**src/rtl/chan_mux_pkg.sv**
```systemverilog
// Shared definitions for the channel multiplexer: mode encodings and clog2 helper.
package chan_mux_pkg;

  localparam logic MODE_FIXED = 1'b0;
  localparam logic MODE_RR    = 1'b1;

  // Never returns less than 1 so that select ports are always at least one bit wide.
  function automatic int clog2(input int n);
    int r;
    r = 0;
    while ((1 << r) < n) r++;
    if (r < 1) r = 1;
    return r;
  endfunction

endpackage

```
**src/rtl/rr_arbiter.sv**
```systemverilog
// Round-robin search: grants the first requester strictly after ptr,
// wrapping from NCH-1 back to 0.
module rr_arbiter #(
  parameter int NCH   = 4,
  parameter int SEL_W = 2
) (
  input  logic [NCH-1:0]   req,
  input  logic [SEL_W-1:0] ptr,
  output logic [SEL_W-1:0] gnt,
  output logic             gnt_vld
);

  logic [SEL_W-1:0] idx;

  // Walk from the farthest candidate to the nearest so the nearest one wins.
  always_comb begin
    gnt     = '0;
    gnt_vld = 1'b0;
    idx     = '0;
    for (int k = NCH; k >= 1; k--) begin
      idx = SEL_W'((int'(ptr) + k) % NCH);
      if (req[idx]) begin
        gnt     = idx;
        gnt_vld = 1'b1;
      end
    end
  end

endmodule

```
**src/rtl/chan_mux_rr.sv**
```systemverilog
// Channel multiplexer with fixed-select or round-robin grant and a registered output stage.
// Optional saturating transfer counter on grant_cnt when CHAN_MUX_RR_STATS_EN is defined.
module chan_mux_rr
  import chan_mux_pkg::*;
#(
  parameter int  WIDTH = 8,
  parameter int  NCH   = 4,
  localparam int SEL_W = clog2(NCH)
) (
  input  logic                 clk,
  input  logic                 rst,
  input  logic [NCH*WIDTH-1:0] in_data,
  input  logic [NCH-1:0]       in_valid,
  output logic [NCH-1:0]       in_ready,
  input  logic                 mode,
  input  logic [SEL_W-1:0]     sel,
  output logic [WIDTH-1:0]     out_data,
  output logic                 out_valid,
  output logic [SEL_W-1:0]     out_ch,
  input  logic                 out_ready,
  output logic [15:0]          grant_cnt
);

  logic [SEL_W-1:0] ptr;
  logic [SEL_W-1:0] rr_gnt;
  logic             rr_vld;
  logic             sel_ok;
  logic             fix_vld;
  logic [SEL_W-1:0] g;
  logic             g_vld;
  logic             load;
  logic             xfer;

  rr_arbiter #(
    .NCH   (NCH),
    .SEL_W (SEL_W)
  ) u_rr_arbiter (
    .req     (in_valid),
    .ptr     (ptr),
    .gnt     (rr_gnt),
    .gnt_vld (rr_vld)
  );

  // sel may address a channel that does not exist when NCH is not a power of two.
  assign sel_ok  = ({1'b0, sel} < (SEL_W+1)'(NCH));
  assign fix_vld = sel_ok && in_valid[sel];

  assign g     = (mode == MODE_RR) ? rr_gnt : sel;
  assign g_vld = (mode == MODE_RR) ? rr_vld : fix_vld;

  assign load     = !out_valid || out_ready;
  assign xfer     = g_vld && load && !rst;
  assign in_ready = xfer ? (NCH'(1) << g) : '0;

  always_ff @(posedge clk or posedge rst) begin
    if (rst) begin
      out_valid <= 1'b0;
      out_data  <= '0;
      out_ch    <= '0;
      ptr       <= SEL_W'(NCH - 1);
    end else if (load) begin
      out_valid <= g_vld;
      if (g_vld) begin
        out_data <= in_data[int'(g)*WIDTH +: WIDTH];
        out_ch   <= g;
        ptr      <= g;
      end
    end
  end

`ifdef CHAN_MUX_RR_STATS_EN
  always_ff @(posedge clk or posedge rst) begin
    if (rst) begin
      grant_cnt <= '0;
    end else if (xfer && (grant_cnt != 16'hFFFF)) begin
      grant_cnt <= grant_cnt + 16'd1;
    end
  end
`else
  assign grant_cnt = '0;
`endif

endmodule

```
**config.mk**
```make
export PLATFORM = sky130hd
export DESIGN_NAME = chan_mux_rr
export DESIGN_NICKNAME = d
export VERILOG_FILES = /design/src/rtl/chan_mux_pkg.sv /design/src/rtl/rr_arbiter.sv /design/src/rtl/chan_mux_rr.sv
export SDC_FILE = /design/constraint.sdc
export NUM_CORES = 1
export LEC_CHECK = 0
export BUFFER_PORTS_ARGS = -buffer_cell sky130_fd_sc_hd__buf_2
export CAP_MARGIN = 20
export CORE_MARGIN = 3
export CORE_UTILIZATION = 41
export CTS_CLUSTER_SIZE = 20
export DETAILED_ROUTE_END_ITERATION = 6
export PLACE_DENSITY = 0.79
export SYNTH_ARGS = -nofsm -noshare
export SYNTH_HDL_FRONTEND = slang
export SYNTH_SLANG_ARGS = --single-unit
```
**constraint.sdc**
```tcl
create_clock -name clk -period 2.5 [get_ports clk]
set_clock_uncertainty 0.05 [all_clocks]
set_input_delay 0.25 -clock clk [delete_from_list [all_inputs] [get_ports clk]]
set_output_delay 0.25 -clock clk [all_outputs]
set_load 0.05 [all_outputs]
```
==> metrics <==
YS warnings 0; DRT iter0 DRCs 33; ys flop type dfrtp_1; Post-Place Cells 184; largest net degree at the start of global routing 16; vias per cell 5.349; Antenna Nets Post-Route 0; Skew-Pair Late Insertion Delay 0.28 ns; clk slew on worst S/H paths 0.08 ns; status finished clean; WL met2 1491 µm; Crit path max-delay family flip-flops; DR WL/cell 13.88 µm; core area 2361 µm²; Avg Cell Area, Syn 10.47 µm²; max-slew violation count 0; Fmax 413.8 MHz; crit path from ptr[0]; Synth Instances 103; drt total wl 2624 µm; cell accounting for the most synthesized area dfrtp_1; end point of the critical path in_ready[0]; area grow syn2layout 27.26%; Worst Path Class, Setup register to primary output; GPL Wtd Cong 0.8683; H-tree depth 1; critical path startpoint category register; grt total ovfl 0; Critical Path Max Stage Delay 0.56 ns; Buffers & Inverters on Critical Path 1; drt pass-1 iters 4; antenna violations before repair 0; highest routed layer met4; WP data required 2.20 ns; power per cell area 726.1 nW/µm²; R2R depth 6; worst-margin pin slew 0.5119 ns; # Max-Cap Violations 0; library cells used by synthesis 37; chip width 57.29 µm; synth top area cells dfrtp_1 (26%), mux2i_1 (15%), buf_4 (11%); HP Class input pin to register; first-pass GRT wire length 4222 µm; Max VDD drop 0.4447 mV; WL met1 918 µm; vias in the first global route 981; CTS tree yes; nets@finish 204; Clock Sinks 13; GRT Overall Usage 0.1644; Placement Rows 17; CTS Buf Count 3; placed inst area 1321 µm²; post-route cell area 1373 µm²; final setup violation count 0; Via Count 1011; critical-path cell list and3b_1, o32a_2, mux2_4, nor4_4, buf_6; clk root buf clkbuf_4; EDFF count, synth 0; DRC Markers 0; I/O Buffers 56; CP arrival 2.12 ns; post-CTS setup buffer count 0; Mapped Area 1079 µm²; Layout Utilization 0.5813; Total Die Area 3282 µm²; R2R Setup Slk 0.27 ns; worst hold slack 0.2262 ns; Initial Util 0.4568; met3 wire len 189 µm; ys async rst share 1.000; Reg-to-Reg End out_data[3]; RSZ-0062 raised after global routing true; Max Buffers Root-to-Sink 2; Reg2Reg Launch Point ptr[1]; Max Fanout on Critical Path 5; FF+latch count, synth 13; Critical Path End Type primary output; Final Hold Viols 0; Seq/Total Area, Yosys 0.3039; crit share post-route 0.9667; share of layout cells above drive strength 1 0.4783; highest-delay cell along the critical path dfstp_2; Post-Layout Cell Count 189; Synth top area share 0.2552; Crit. path cell count 5; # IOs 73; Lkg Pwr 0.7187 nW; Die Y 57.29 µm; post-DP HPWL 2184 µm; Max-slew headroom 0.6587; # diodes 0; Final min period 2.417 ns
## report_power, final
part / total, mW / internal, mW / switching, mW
Clock: 0.129 / 0.0619 / 0.0671
Sequential: 0.306 / 0.271 / 0.0350
Combinational: 0.561 / 0.170 / 0.391
## cells by family after synthesis
| kind of cell | after synthesis | synth area share |
|---|---|---|
| AO/OA/AOI/OAI | 19 | 0.1554 |
| AND/OR/NAND/NOR | 26 | 0.1590 |
| flip-flops | 13 | 0.3039 |
| other | 1 | 0.003477 |
| multiplexers | 20 | 0.2169 |
| buffers and inverters | 24 | 0.1612 |
## worst min-delay path by stage
stage | startpoint | endpoint | slack [ns] | cells after the start
floorplan | rst | out_ch[0] | 0.09 | 1
global placement | rst | out_valid | 0.19 | 2
detailed placement | rst | out_valid | 0.20 | 2
CTS | out_ready | out_valid | 0.23 | 3
global route | in_data[12] | out_data[4] | 0.24 | 3
finish | out_ready | out_valid | 0.23 | 3
## stage by stage
step	setup WS, ns	TNS (ns)	power, mW
floorplan	0.1576	0	0.7667
global placement	0.3558	0	0.8528
detailed placement	0.3011	0	0.8661
CTS	0.01291	0	0.9984
global route	-0.02360	-0.02360	1.057
finish	0.08323	0	0.9967
## metal layers
metal  vias up  track usage
met5         -            0
met4         0      0.05298
met3         2      0.05204
met2        46       0.3116
met1       495       0.1692
li1        468            -
## registers in the layout (all words and copies together) (netlist names)
signal / flops
out_data: 8
out_ch: 2
ptr: 2
out_valid: 1
## worst reg2reg max path, stage by stage (launching register included)
cell	delay (ns)
dfstp_2	0.59
and3b_1	0.19
a211oi_2	0.05
o221ai_2	0.43
buf_4	0.36
mux2i_1	0.28
o221ai_1	0.16
## layout make-up
class / count / area [µm²]
fillers: 202 / 988.4
clock buffers: 4 / 26.28
multi-input cells: 81 / 656.9
flip-flops and latches: 13 / 327.8
well taps: 28 / 35.03
inverters: 4 / 15.01
repair buffers: 59 / 311.5
## Yosys cell counts, types with 2 or more instances
cell type / count
o221ai_1: 8
o21a_1: 2
dfrtp_1: 11
inv_1: 4
and4_1: 2
buf_4: 16
mux2i_1: 16
and3b_1: 2
dfstp_2: 2
a21o_1: 2
buf_6: 3
nand2_1: 9
nor2b_1: 2
## cell usage in the layout (no fill, tap or decap), drive strengths merged
| cell type | count |
|---|---|
| or3b | 1 |
| nor3b | 1 |
| dfstp | 2 |
| clkbuf | 4 |
| nand2 | 11 |
| o32a | 1 |
| o221ai | 9 |
| or2 | 1 |
| dfrtp | 11 |
| and3b | 2 |
| or4 | 1 |
| a21o | 2 |
| a21oi | 1 |
| o2111ai | 1 |
| nor2 | 1 |
| buf | 58 |
| nor4 | 2 |
| dlygate4sd3 | 1 |
| a21boi | 2 |
| a211oi | 1 |
| mux2i | 18 |
| mux4 | 1 |
| conb | 16 |
| and4 | 2 |
| mux2 | 1 |
| o21a | 2 |
| inv | 4 |
| nor2b | 2 |
| nand2b | 1 |
| and2 | 1 |
## repair_timing
item,4_1_cts,5_1_grt
hold buffers,1,0
endpoints found under the setup margin,0,2
gates resized for setup,0,4
endpoints found under the hold margin,6,0
Power figures use the tool's default switching activity.
